`config.mk`:
```
export PLATFORM = sky130hd
export DESIGN_NAME = arbitro_de_funcionalidade
export DESIGN_NICKNAME = d
export VERILOG_FILES = /design/src/rtl/arbitro_de_funcionalidade.sv
export SDC_FILE = /design/constraint.sdc
export NUM_CORES = 1
export LEC_CHECK = 0
export BUFFER_PORTS_ARGS = -buffer_cell sky130_fd_sc_hd__buf_2
export CAP_MARGIN = 20
export CORE_ASPECT_RATIO = 1.4
export CORE_MARGIN = 2
export CORE_UTILIZATION = 56
export CTS_CLUSTER_DIAMETER = 120
export DETAILED_ROUTE_END_ITERATION = 8
export PLACE_DENSITY = 0.87
export SLEW_MARGIN = 20
export SYNTH_ARGS = -nofsm -noshare
export SYNTH_HDL_FRONTEND = slang
export SYNTH_SLANG_ARGS = --single-unit
```
`constraint.sdc`:
```
create_clock -name CLK -period 2.7 [get_ports CLK]
set_clock_uncertainty 0.1 [all_clocks]
set_input_delay 0.54 -clock CLK [delete_from_list [all_inputs] [get_ports CLK]]
set_output_delay 0.54 -clock CLK [all_outputs]
set_load 0.02 [all_outputs]
```
`src/rtl/arbitro_de_funcionalidade.sv`:
```
// Two-slot function arbiter: permission check, per-function exclusivity, timed grants.
// Optional macro ARBITRO_JUSTO_EN adds a one-shot fairness override for same-function contests.
module arbitro_de_funcionalidade #(
    parameter int unsigned HOLD_CYCLES = 16
) (
    input  logic       CLK,
    input  logic       RST,
    input  logic       REQ0,
    input  logic       REQ1,
    input  logic [2:0] USER0,
    input  logic [2:0] USER1,
    input  logic [2:0] FUNC0,
    input  logic [2:0] FUNC1,
    output logic       GNT0,
    output logic       GNT1,
    output logic [2:0] FUNC_ATIVA0,
    output logic [2:0] FUNC_ATIVA1,
    output logic       SEL,
    output logic       NEGADO0,
    output logic       NEGADO1,
    output logic       OCUPADO
);

    typedef enum logic [2:0] {
        OCIOSO,
        CONCEDE_0,
        CONCEDE_1,
        CONCEDE_AMBOS,
        LIBERA
    } estado_t;

    localparam logic [15:0] LP_ULTIMO = 16'(HOLD_CYCLES - 1);

    estado_t     r_estado;
    logic [15:0] r_cnt;
    logic        r_gnt0;
    logic        r_gnt1;
    logic [2:0]  r_fa0;
    logic [2:0]  r_fa1;
    logic        r_sel;
    logic        r_neg0;
    logic        r_neg1;
    logic        r_ocup;

    logic w_perm0;
    logic w_perm1;
    logic w_neg0;
    logic w_neg1;
    logic w_ambos;
    logic w_disputa;
    logic w_vence1;
    logic w_so0;
    logic w_so1;
    logic w_act0;
    logic w_act1;
    logic w_fim;

    // Privileged functions (bit 2 set) are reserved for the admin user.
    assign w_perm0   = REQ0 && (!FUNC0[2] || (USER0 == 3'b000));
    assign w_perm1   = REQ1 && (!FUNC1[2] || (USER1 == 3'b000));
    assign w_neg0    = REQ0 && !w_perm0;
    assign w_neg1    = REQ1 && !w_perm1;
    assign w_ambos   = w_perm0 && w_perm1 && (FUNC0 != FUNC1);
    assign w_disputa = w_perm0 && w_perm1 && (FUNC0 == FUNC1);

`ifdef ARBITRO_JUSTO_EN
    logic r_justo_pend;
    logic r_justo_slot;

    // The recorded loser of the previous contest wins the next one once.
    assign w_vence1 = r_justo_pend ? r_justo_slot : (USER1 < USER0);
`else
    assign w_vence1 = (USER1 < USER0);
`endif

    assign w_so0  = (w_perm0 && !w_perm1) || (w_disputa && !w_vence1);
    assign w_so1  = (w_perm1 && !w_perm0) || (w_disputa && w_vence1);
    assign w_act0 = r_gnt0 && REQ0;
    assign w_act1 = r_gnt1 && REQ1;
    assign w_fim  = (r_cnt == LP_ULTIMO);

    always_ff @(posedge CLK or posedge RST) begin
        if (RST) begin
            r_estado <= OCIOSO;
            r_cnt    <= 16'd0;
            r_gnt0   <= 1'b0;
            r_gnt1   <= 1'b0;
            r_fa0    <= 3'b000;
            r_fa1    <= 3'b000;
            r_sel    <= 1'b0;
            r_neg0   <= 1'b0;
            r_neg1   <= 1'b0;
            r_ocup   <= 1'b0;
`ifdef ARBITRO_JUSTO_EN
            r_justo_pend <= 1'b0;
            r_justo_slot <= 1'b0;
`endif
        end else begin
            r_neg0 <= 1'b0;
            r_neg1 <= 1'b0;
            unique case (r_estado)
                OCIOSO: begin
                    r_neg0 <= w_neg0;
                    r_neg1 <= w_neg1;
                    r_cnt  <= 16'd0;
                    if (w_ambos) begin
                        r_estado <= CONCEDE_AMBOS;
                        r_gnt0   <= 1'b1;
                        r_gnt1   <= 1'b1;
                        r_fa0    <= FUNC0;
                        r_fa1    <= FUNC1;
                        r_sel    <= 1'b0;
                        r_ocup   <= 1'b1;
                    end else if (w_so0) begin
                        r_estado <= CONCEDE_0;
                        r_gnt0   <= 1'b1;
                        r_fa0    <= FUNC0;
                        r_sel    <= 1'b0;
                        r_ocup   <= 1'b1;
                    end else if (w_so1) begin
                        r_estado <= CONCEDE_1;
                        r_gnt1   <= 1'b1;
                        r_fa1    <= FUNC1;
                        r_sel    <= 1'b1;
                        r_ocup   <= 1'b1;
                    end
`ifdef ARBITRO_JUSTO_EN
                    if (w_disputa) begin
                        r_justo_pend <= !r_justo_pend;
                        r_justo_slot <= !w_vence1;
                    end
`endif
                end
                CONCEDE_0: begin
                    if (!REQ0 || w_fim) begin
                        r_estado <= LIBERA;
                        r_gnt0   <= 1'b0;
                        r_fa0    <= 3'b000;
                        r_cnt    <= 16'd0;
                    end else begin
                        r_cnt <= r_cnt + 16'd1;
                    end
                end
                CONCEDE_1: begin
                    if (!REQ1 || w_fim) begin
                        r_estado <= LIBERA;
                        r_gnt1   <= 1'b0;
                        r_fa1    <= 3'b000;
                        r_sel    <= 1'b0;
                        r_cnt    <= 16'd0;
                    end else begin
                        r_cnt <= r_cnt + 16'd1;
                    end
                end
                CONCEDE_AMBOS: begin
                    if ((!w_act0 && !w_act1) || w_fim) begin
                        r_estado <= LIBERA;
                        r_gnt0   <= 1'b0;
                        r_gnt1   <= 1'b0;
                        r_fa0    <= 3'b000;
                        r_fa1    <= 3'b000;
                        r_cnt    <= 16'd0;
                    end else begin
                        r_cnt <= r_cnt + 16'd1;
                        if (!REQ0) begin
                            r_gnt0 <= 1'b0;
                            r_fa0  <= 3'b000;
                        end
                        if (!REQ1) begin
                            r_gnt1 <= 1'b0;
                            r_fa1  <= 3'b000;
                        end
                    end
                end
                LIBERA: begin
                    r_estado <= OCIOSO;
                    r_ocup   <= 1'b0;
                end
                default: begin
                    r_estado <= OCIOSO;
                    r_gnt0   <= 1'b0;
                    r_gnt1   <= 1'b0;
                    r_fa0    <= 3'b000;
                    r_fa1    <= 3'b000;
                    r_sel    <= 1'b0;
                    r_ocup   <= 1'b0;
                end
            endcase
        end
    end

    assign GNT0        = r_gnt0;
    assign GNT1        = r_gnt1;
    assign FUNC_ATIVA0 = r_fa0;
    assign FUNC_ATIVA1 = r_fa1;
    assign SEL         = r_sel;
    assign NEGADO0     = r_neg0;
    assign NEGADO1     = r_neg1;
    assign OCUPADO     = r_ocup;

endmodule

```
==> metrics <==
outcome finished, final reports clean; Core Area about 0.0031 mm²; Residual DRC 0; Clk pwr share 0.197; Critical Path End Type flip-flop; DP HPWL 2920 µm; dpl cells 252; final setup vio count 0; number of DRC markers in iteration 0 29; Hold Crit Class input pin to async pin; synthesized area per cell about 9.4 µm²; Flop pwr share 0.390; CP startpoint kind flip-flop; # port buffers 27; Crit Path Class flip-flop to flip-flop; worst path arrival time 2200 ps; drt first pass iters 4; Post-CTS Resized 0; Max FO, Critical Path 11; Leak Pwr 0.000961 µW; initial antenna violation count 0; critical path required time 2810 ps; vias per cell 5.98; Post-Synth Adder-Cell Area 0.0207; Multi-input gate area about 960 µm²; routed vias 1556; Slew @ Worst Pin 477 ps; RSZ-0062 raised after global routing false; internal power 1040 µW; setup repair bufs after CTS 0; Combinational Power Share 0.412; fill cell count 292; Final ANT Viol Nets 0; post-synthesis mux area share 0.00620; Post-CTS Hold Buffers 0; Switch Pwr 738 µW; grt total ovfl 0; H-tree depth 2; Ys Warns 0; first-pass GRT wire length between 6000 and 7000 µm; Rel. slew slack 0.682; hold_ws 218 ps; gr usage total 0.242; WL final a little under 4000 µm; post-route insts no fill 260; Sequential Area 776 µm²; Root Buffer clkbuf_8; Nets 239; PD cells 869 mW/mm²; Seq/Total Area, Yosys 0.427; top-level port count 28; Die Area 0.00372 mm²; Wirelength per Cell 15.2 µm; Fin Setup TNS 0 ps; layout cells sized above 1 0.217; CTS max path bufs 2; Compound-Gate Fraction of Synth Area 0.245; simple-gate share of the synthesized area 0.222; GP Congestion approximately 0.87; Rows 24; Post-Syn Area 0.00182 mm²; Num CTS Buffers 5; main combinational cell family by area after synthesis compound AO/OA/AOI/OAI gates; Post-Synth XOR/XNOR Area 0.0337; Die Ht 71.4 µm; Clock Sinks 31; Final Cycle Share 0.776; Max Cap Viol 0; maximum operating frequency 477 MHz; Starting Density 0.582; peak supply drop 0.635 mV; Worst-Skew Late Latency 290 ps; Final Max Slew Viols 0; Seq cells post-synth 31; Final Hold Fails 0; Syn Nets 212; post-synth cell types 39; largest net degree at the start of global routing 32; Chip Width 52.1 µm; clock transition at the registers of the reported paths 70 ps; Net Sw Frac 0.416; Area Overhead vs Synth 12.4%; Cells after Synth 193; CTS tree yes; fin crit period 2090 ps; n_diodes 0; number of global-route vias before repair 1459
## layout make-up
type	count	area share
Clock buffer	7	0.0374
Clock inverter	1	0.00245
Inverter	7	0.0129
Multi-Input combinational cell	146	0.470
Sequential cell	31	0.380
Tap cell	39	0.0239
Timing Repair Buffer	29	0.0735
## cells in the final DEF, fill, tap and decap left out, drive strengths merged, types with 3 or more instances in the layout
master | Yosys | final
or3 | 3 | 3
a22o | 7 | 7
ha | 3 | 3
nand3 | 7 | 7
xnor2 | 3 | 3
a31oi | 11 | 11
xor2 | 4 | 4
and3 | 6 | 6
nor2b | 3 | 3
clkbuf | 2 | 7
o31ai | 3 | 3
buf | 7 | 29
nor3 | 7 | 7
nor4 | 3 | 3
o21ai | 13 | 13
a21oi | 14 | 14
nor2 | 8 | 8
nand2 | 28 | 28
and2 | 3 | 3
inv | 7 | 7
a21o | 5 | 5
dfrtp | 31 | 31
## registers in the layout (all words and copies together), names as in the netlist
register,count
GNT0,1
NEGADO0,1
NEGADO1,1
OCUPADO,1
FUNC_ATIVA1,3
SEL,1
r_estado,3
GNT1,1
FUNC_ATIVA0,3
r_cnt,16
## Yosys cell counts
cell type  count  area, µm²
o31ai_1        3       22.5
mux2_2         1       11.3
a21oi_1       14       70.1
a311oi_4       1       26.3
xor2_1         4       35.0
and3_1         5       31.3
dfrtp_1       31        776
nor2b_1        3       18.8
nor3b_1        1       7.51
nor2_1         8       30.0
and3_4         1       11.3
nand3_1        7       35.0
xnor2_1        3       26.3
buf_2          5       25.0
and2_1         2       12.5
a31oi_1       11       68.8
o22ai_1        1       6.26
o21ai_0       13       65.1
nor3_2         2       20.0
and2_4         1       8.76
o311ai_2       1       16.3
nand2b_1       2       12.5
ha_1           3       37.5
o21a_1         1       7.51
clkbuf_1       2       7.51
a22o_1         7       61.3
nor4_4         2       42.5
or3_1          3       18.8
a31o_2         2       17.5
inv_1          7       26.3
nor3_1         5       25.0
nor4_2         1       12.5
o211a_1        1       10.0
buf_6          2       22.5
a21o_1         5       37.5
a41oi_4        1       27.5
a41oi_1        1       8.76
nand4_1        2       12.5
nand2_1       28        105
## metrics by stage
stage	instance area (µm²)	setup slack (ps)	util	total power [µW]
after floorplan	1820	803	-	1260
after global placement	1960	583	0.628	1410
after detailed placement	1960	560	0.628	1430
after CTS	2040	629	0.654	1780
after global routing	2040	465	0.654	1880
final	2040	605	0.654	1770
## metal layers
layer  track usage  wire [µm]  vias to the layer above
li1              -          -                      757
met1         0.278       1540                      742
met4         0.120         83                        0
met3        0.0563        153                        7
met2         0.415       2170                       50
met5             0          0                        -
## kinds of logic (layout without fill, tap and decap cells)
group	after synthesis	after routing
flops	31	31
compound gates	62	62
xor+xnor	7	7
buf+inv	16	44
mux	1	1
simple gates	73	73
fa+ha+maj	3	3
## critical path: stages, from the launching register on
cell and delay [ps]:
dfrtp_1 400, ha_1 250, and3_4 210, a41oi_4 290, nand2_1 270, or3_1 400
o21ai_0 80
## power groups by stage
stage / clock [µW] / sequential [µW] / combinational, µW
4_1_cts: 355 / 693 / 736
5_1_grt: 372 / 711 / 798
6_report: 350 / 693 / 732
3_3_place_gp: 0 / 697 / 717
3_5_place_dp: 0 / 698 / 730
2_1_floorplan: 0 / 725 / 533
## worst paths after layout
path | slack (ps) | from | cells past startpoint | end
max in group asynchronous | 1980 | RST | 3 | OCUPADO
hold / removal | 220 | RST | 3 | r_cnt[2]
setup / recovery | 610 | r_cnt[0] | 6 | r_cnt[3]
hold reg to reg | 390 | OCUPADO | 2 | OCUPADO
min in group CLK | 390 | OCUPADO | 2 | OCUPADO
setup reg to reg | 610 | r_cnt[0] | 6 | r_cnt[3]
(Power assumes the default switching activity.)
